==> config.mk <==
export PLATFORM = sky130hd
export DESIGN_NAME = mem_arbiter
export DESIGN_NICKNAME = d
export VERILOG_FILES = /design/src/rtl/mem_arbiter.sv
export SDC_FILE = /design/constraint.sdc
export NUM_CORES = 1
export LEC_CHECK = 0
export BUFFER_PORTS_ARGS = -buffer_cell sky130_fd_sc_hd__clkbuf_2
export CAP_MARGIN = 30
export CORE_AREA = 2 2 286 288
export DETAILED_ROUTE_END_ITERATION = 16
export DIE_AREA = 0 0 288 290
export HOLD_SLACK_MARGIN = 0.03
export SLEW_MARGIN = 10
export SYNTH_ARGS = -nofsm -noshare
export SYNTH_HDL_FRONTEND = slang
export SYNTH_SLANG_ARGS = --single-unit
==> constraint.sdc <==
create_clock -name clk -period 2.02 [get_ports clk]
set_input_delay 0 -clock clk [delete_from_list [all_inputs] [get_ports clk]]
set_output_delay 0 -clock clk [all_outputs]
set_load 0.01 [all_outputs]
==> src/rtl/mem_arbiter.sv <==
`default_nettype none
// ============================================================================
// Module      : mem_arbiter
// Description : Serialises 128-bit block transfers from the I-cache and the
//               D-cache onto a single slow_memory port. Fixed priority D>I by
//               default; define MEMARB_RR_EN for round-robin arbitration.
// Revision    : 1.0 - initial release
// ============================================================================
module mem_arbiter #(
    parameter int ADDR_W = 28,
    parameter int DATA_W = 128
) (
    input  logic              clk,
    input  logic              rst,
    input  logic              i_read,
    input  logic [ADDR_W-1:0] i_addr,
    output logic [DATA_W-1:0] i_rdata,
    output logic              i_ready,
    input  logic              d_read,
    input  logic              d_write,
    input  logic [ADDR_W-1:0] d_addr,
    input  logic [DATA_W-1:0] d_wdata,
    output logic [DATA_W-1:0] d_rdata,
    output logic              d_ready,
    output logic              mem_read,
    output logic              mem_write,
    output logic [ADDR_W-1:0] mem_addr,
    output logic [DATA_W-1:0] mem_wdata,
    input  logic [DATA_W-1:0] mem_rdata,
    input  logic              mem_ready
);

    typedef enum logic [1:0] {
        IDLE  = 2'd0,
        GNT_I = 2'd1,
        GNT_D = 2'd2,
        RESP  = 2'd3
    } state_t;

    state_t            r_state;
    state_t            w_state_nxt;
    logic              w_mem_read_nxt;
    logic              w_mem_write_nxt;
    logic [ADDR_W-1:0] w_mem_addr_nxt;
    logic [DATA_W-1:0] w_mem_wdata_nxt;
    logic              w_i_ready_nxt;
    logic              w_d_ready_nxt;
    logic [DATA_W-1:0] w_i_rdata_nxt;
    logic [DATA_W-1:0] w_d_rdata_nxt;
    logic              w_d_req;
    logic              w_pick_d;

    assign w_d_req = d_read | d_write;

`ifdef MEMARB_RR_EN
    // Holds which port wins a tie next; the port just granted loses the next tie.
    // Clears to 0 so the I-cache wins the first tie after reset.
    logic r_rr_prio_d;
    logic w_rr_prio_d_nxt;

    assign w_pick_d = w_d_req & (~i_read | r_rr_prio_d);

    always_comb begin
        w_rr_prio_d_nxt = r_rr_prio_d;
        if (r_state == IDLE) begin
            if (w_pick_d) begin
                w_rr_prio_d_nxt = 1'b0;
            end else if (i_read) begin
                w_rr_prio_d_nxt = 1'b1;
            end
        end
    end

    always_ff @(posedge clk) begin
        if (rst) begin
            r_rr_prio_d <= 1'b0;
        end else begin
            r_rr_prio_d <= w_rr_prio_d_nxt;
        end
    end
`else
    assign w_pick_d = w_d_req;
`endif

    always_comb begin
        w_state_nxt     = r_state;
        w_mem_read_nxt  = mem_read;
        w_mem_write_nxt = mem_write;
        w_mem_addr_nxt  = mem_addr;
        w_mem_wdata_nxt = mem_wdata;
        w_i_ready_nxt   = i_ready;
        w_d_ready_nxt   = d_ready;
        w_i_rdata_nxt   = i_rdata;
        w_d_rdata_nxt   = d_rdata;
        case (r_state)
            IDLE: begin
                if (w_pick_d) begin
                    // A simultaneous read+write is issued as a write only.
                    w_state_nxt     = GNT_D;
                    w_mem_write_nxt = d_write;
                    w_mem_read_nxt  = ~d_write;
                    w_mem_addr_nxt  = d_addr;
                    w_mem_wdata_nxt = d_wdata;
                end else if (i_read) begin
                    w_state_nxt     = GNT_I;
                    w_mem_read_nxt  = 1'b1;
                    w_mem_write_nxt = 1'b0;
                    w_mem_addr_nxt  = i_addr;
                    w_mem_wdata_nxt = '0;
                end
            end
            GNT_I: begin
                if (mem_ready) begin
                    w_state_nxt    = RESP;
                    w_mem_read_nxt = 1'b0;
                    w_i_rdata_nxt  = mem_rdata;
                    w_i_ready_nxt  = 1'b1;
                end
            end
            GNT_D: begin
                if (mem_ready) begin
                    w_state_nxt     = RESP;
                    w_mem_read_nxt  = 1'b0;
                    w_mem_write_nxt = 1'b0;
                    w_d_rdata_nxt   = mem_write ? '0 : mem_rdata;
                    w_d_ready_nxt   = 1'b1;
                end
            end
            RESP: begin
                // Requests are not sampled here so the winner can drop its request.
                w_state_nxt   = IDLE;
                w_i_ready_nxt = 1'b0;
                w_d_ready_nxt = 1'b0;
                w_i_rdata_nxt = '0;
                w_d_rdata_nxt = '0;
            end
            default: begin
                w_state_nxt = IDLE;
            end
        endcase
    end

    always_ff @(posedge clk) begin
        if (rst) begin
            r_state   <= IDLE;
            mem_read  <= 1'b0;
            mem_write <= 1'b0;
            mem_addr  <= '0;
            mem_wdata <= '0;
            i_ready   <= 1'b0;
            d_ready   <= 1'b0;
            i_rdata   <= '0;
            d_rdata   <= '0;
        end else begin
            r_state   <= w_state_nxt;
            mem_read  <= w_mem_read_nxt;
            mem_write <= w_mem_write_nxt;
            mem_addr  <= w_mem_addr_nxt;
            mem_wdata <= w_mem_wdata_nxt;
            i_ready   <= w_i_ready_nxt;
            d_ready   <= w_d_ready_nxt;
            i_rdata   <= w_i_rdata_nxt;
            d_rdata   <= w_d_rdata_nxt;
        end
    end

endmodule
`default_nettype wire

==> out/metrics.cfg <==
[synthesis]
syn_nets = 1662
synth_warnings = 0
ys_seq_area_frac = 0.598
syn-cell-area_um2 = 14000
synth_cell_types = 29
synth_area_per_cell_um2 = 10.4
synthCells = 1339
synth_seq_cells = 418

[sta]
rsz0062_at_grt = false
worst_slew_pin_slew_ns = 0.592
fmax_mhz = 544
period_needed_ns = 1.84
clock_skew_ns = 0.0157
setup_viol = 0
final_max_slew_viol_count = 0
slew_headroom = 0.605
finalHoldViolCount = 0
totalNegativeSetupSlack_ns = 0
post-route-period-util = 0.910

[global_routing]
grt_pass1_vias = 14700
grt_max_degree = 110
grt_usage = 0.131
antenna_found_initial = 1
grt_overflow = 0
grt_pass1_wl_um = 86900

[outcome]
status = finished, final reports clean

[worst_setup_path]
critPathMaxFanout = 20
critical_path.top_delay_family = simple AND/OR/NAND/NOR gates
worst-path-buf-inv = 1
critPathLaunchType = register
slowest_delay_ns = 0.51
arrival_ns = 2.35
end_kind = register
required_ns = 2.53
slowest_stage = and3b_4
reg2reg_from = r_state[0]$_SDFFE_PP0P_
path_cells = ha_1 > and3b_4 > buf_4 > a22oi_1 > nor2_1
crit_type = register to register
crit_start = r_state[0]$_SDFFE_PP0P_

[detailed_routing]
detail_route.iter0.violations = 826
dr.pass1.iters = 5
wirelength_um = 58200
antenna_left = 0
wl_per_cell_um = 16.8
viasPerCell = 4.24
drcViolationCount = 0
vias = 14700

[die]
num_rows = 104
design.die.area_um2 = 83500
coreArea_um2 = 80200
die_h_um = 290
die_w_um = 288
io_pins = 734
start_util = 0.175

[power]
p_per_area_nw_per_um2 = 1180
total_power_w = 0.0282
ir_drop_mv = 0.649
p_leak_nw = 10.6

[cts]
cts_setup_buffers = 0
h-tree-depth = 2
cts_sinks = 418
cts_buffers = 47
cts_buffer_depth = 3
insertion_delay_ns = 0.58
cts_root_buffer = clkbuf_16
clkSlewWorstSetupHoldPaths_ns = 0.06
tritoncts = done

[finish]
layout.nets = 2695
layout-drive-gt1-share = 0.373
post-route-util = 0.299
areaGrowthSynthToFinish_pct = 71.6

[worst_hold_path]
hp-class = primary input to register
hp-start = d_wdata[121]

[placement]
routabilityCongestion = 0.864
hpwl_um = 40400
port_buffers = 733

[run]
cap_viol_max_count = 0

## cell type report
type | instances | area, µm²
multi-input cells | 787 | 4990
clock inverters | 24 | 334
flip-flops and latches | 418 | 8370
fillers | 8197 | 56200
diodes | 1 | 2.50
inverters | 2 | 7.51
clock buffers | 63 | 1350
repair buffers | 1116 | 7620
well taps | 1060 | 1330
## what timing repair did
item / CTS / global route
endpoints found under the hold margin: 417 / 0
resized for setup: 0 / 0
hold buffers: 318 / 0
## report_power, final
group | internal (W) | leakage (nW) | switching [W]
clock | 0.00560 | 0.815 | 0.00364
sequential | 0.00969 | 3.41 | 0.000862
combinational | 0.00374 | 6.43 | 0.00467
## flip-flops by register name, summed over array words and instances (netlist names)
name and cells:
mem_write 1, mem_addr 28, mem_wdata 128, mem_read 1, i_rdata 128, d_ready 1, d_rdata 128, r_state 2
i_ready 1
## tightest hold or removal path, delay by kind of cell
family / cells / cell delay [ns]
compound gates: 1 / 0.11
buf+inv: 2 / 0.61
## path summary, 6_finish.rpt
path	to	slack, ns	cells after the start
max reg2reg	i_rdata[55]$_SDFFE_PP0P_	0.18	5
min reg2reg	mem_wdata[101]$_SDFFE_PP0P_	0.47	1
max	i_rdata[55]$_SDFFE_PP0P_	0.18	5
min	mem_wdata[121]$_SDFFE_PP0P_	0.18	3
## layer usage
metal	up-vias	share of wire	global-route usage	wire length [µm]
li1	6967	-	-	-
met1	6942	0.39	0.155	23000
met2	667	0.48	0.218	27800
met3	152	0.081	0.0364	4710
met4	0	0.047	0.0661	2720
met5	-	0	0	0
## placed cells by master, fill, tap and decap left out, types with 2 or more instances in the layout
master	n
ha_1	5
clkbuf_8	9
a311oi_2	10
nand2_1	29
inv_6	3
o21ai_0	31
bufinv_16	7
a22o_1	128
buf_12	22
clkbuf_2	732
clkbuf_1	6
inv_1	2
clkinvlp_4	5
a311oi_1	18
mux2i_1	2
a21oi_1	5
a22oi_1	256
nor2_1	286
mux2i_4	2
dlygate4sd3_1	318
nor2b_1	2
clkbuf_16	48
clkinv_2	7
buf_4	43
dfxtp_1	418
## cells by family after synthesis
kind of cell,share of synthesized area
multiplexers,0.00286
AND/OR/NAND/NOR,0.0907
AO/OA/AOI/OAI,0.255
buffers and inverters,0.0487
flip-flops,0.598
adder cells (fa/ha/maj),0.00447
## cell usage after synthesis
master	count	share of area
buf_2	59	0.021
buf_4	26	0.014
a21oi_1	5	0.0018
a22oi_1	256	0.14
or2_1	1	0.00045
mux2i_1	4	0.0029
o31ai_1	1	0.00054
dfxtp_1	418	0.60
and3b_1	1	0.00063
clkbuf_4	2	0.0011
a22o_1	128	0.080
nor4b_2	1	0.0011
and4bb_1	1	0.00089
inv_1	2	0.00054
o41ai_1	1	0.00063
nor2_1	288	0.077
a311oi_2	10	0.011
nor2b_1	2	0.00089
or4_1	1	0.00054
nor3b_1	1	0.00054
nand2_1	29	0.0078
o21ai_0	31	0.011
ha_1	5	0.0045
buf_1	3	0.00080
o31a_1	1	0.00063
or3b_1	1	0.00063
clkbuf_1	42	0.011
a2111o_1	1	0.00080
a311oi_1	18	0.011
## per-stage QoR
step / instances / cell area (µm²) / setup WS, ns / hold WS (ns)
2_1_floorplan: 1339 / 14000 / 0.480 / 0.133
3_3_place_gp: 3065 / 19100 / 0.238 / 0.217
3_5_place_dp: 3065 / 19100 / 0.203 / 0.219
4_1_cts: 3470 / 24000 / 0.185 / 0.123
5_1_grt: 3471 / 24000 / 0.0800 / 0.154
6_report: 3471 / 24000 / 0.182 / 0.176
Power figures use the tool's default switching activity.
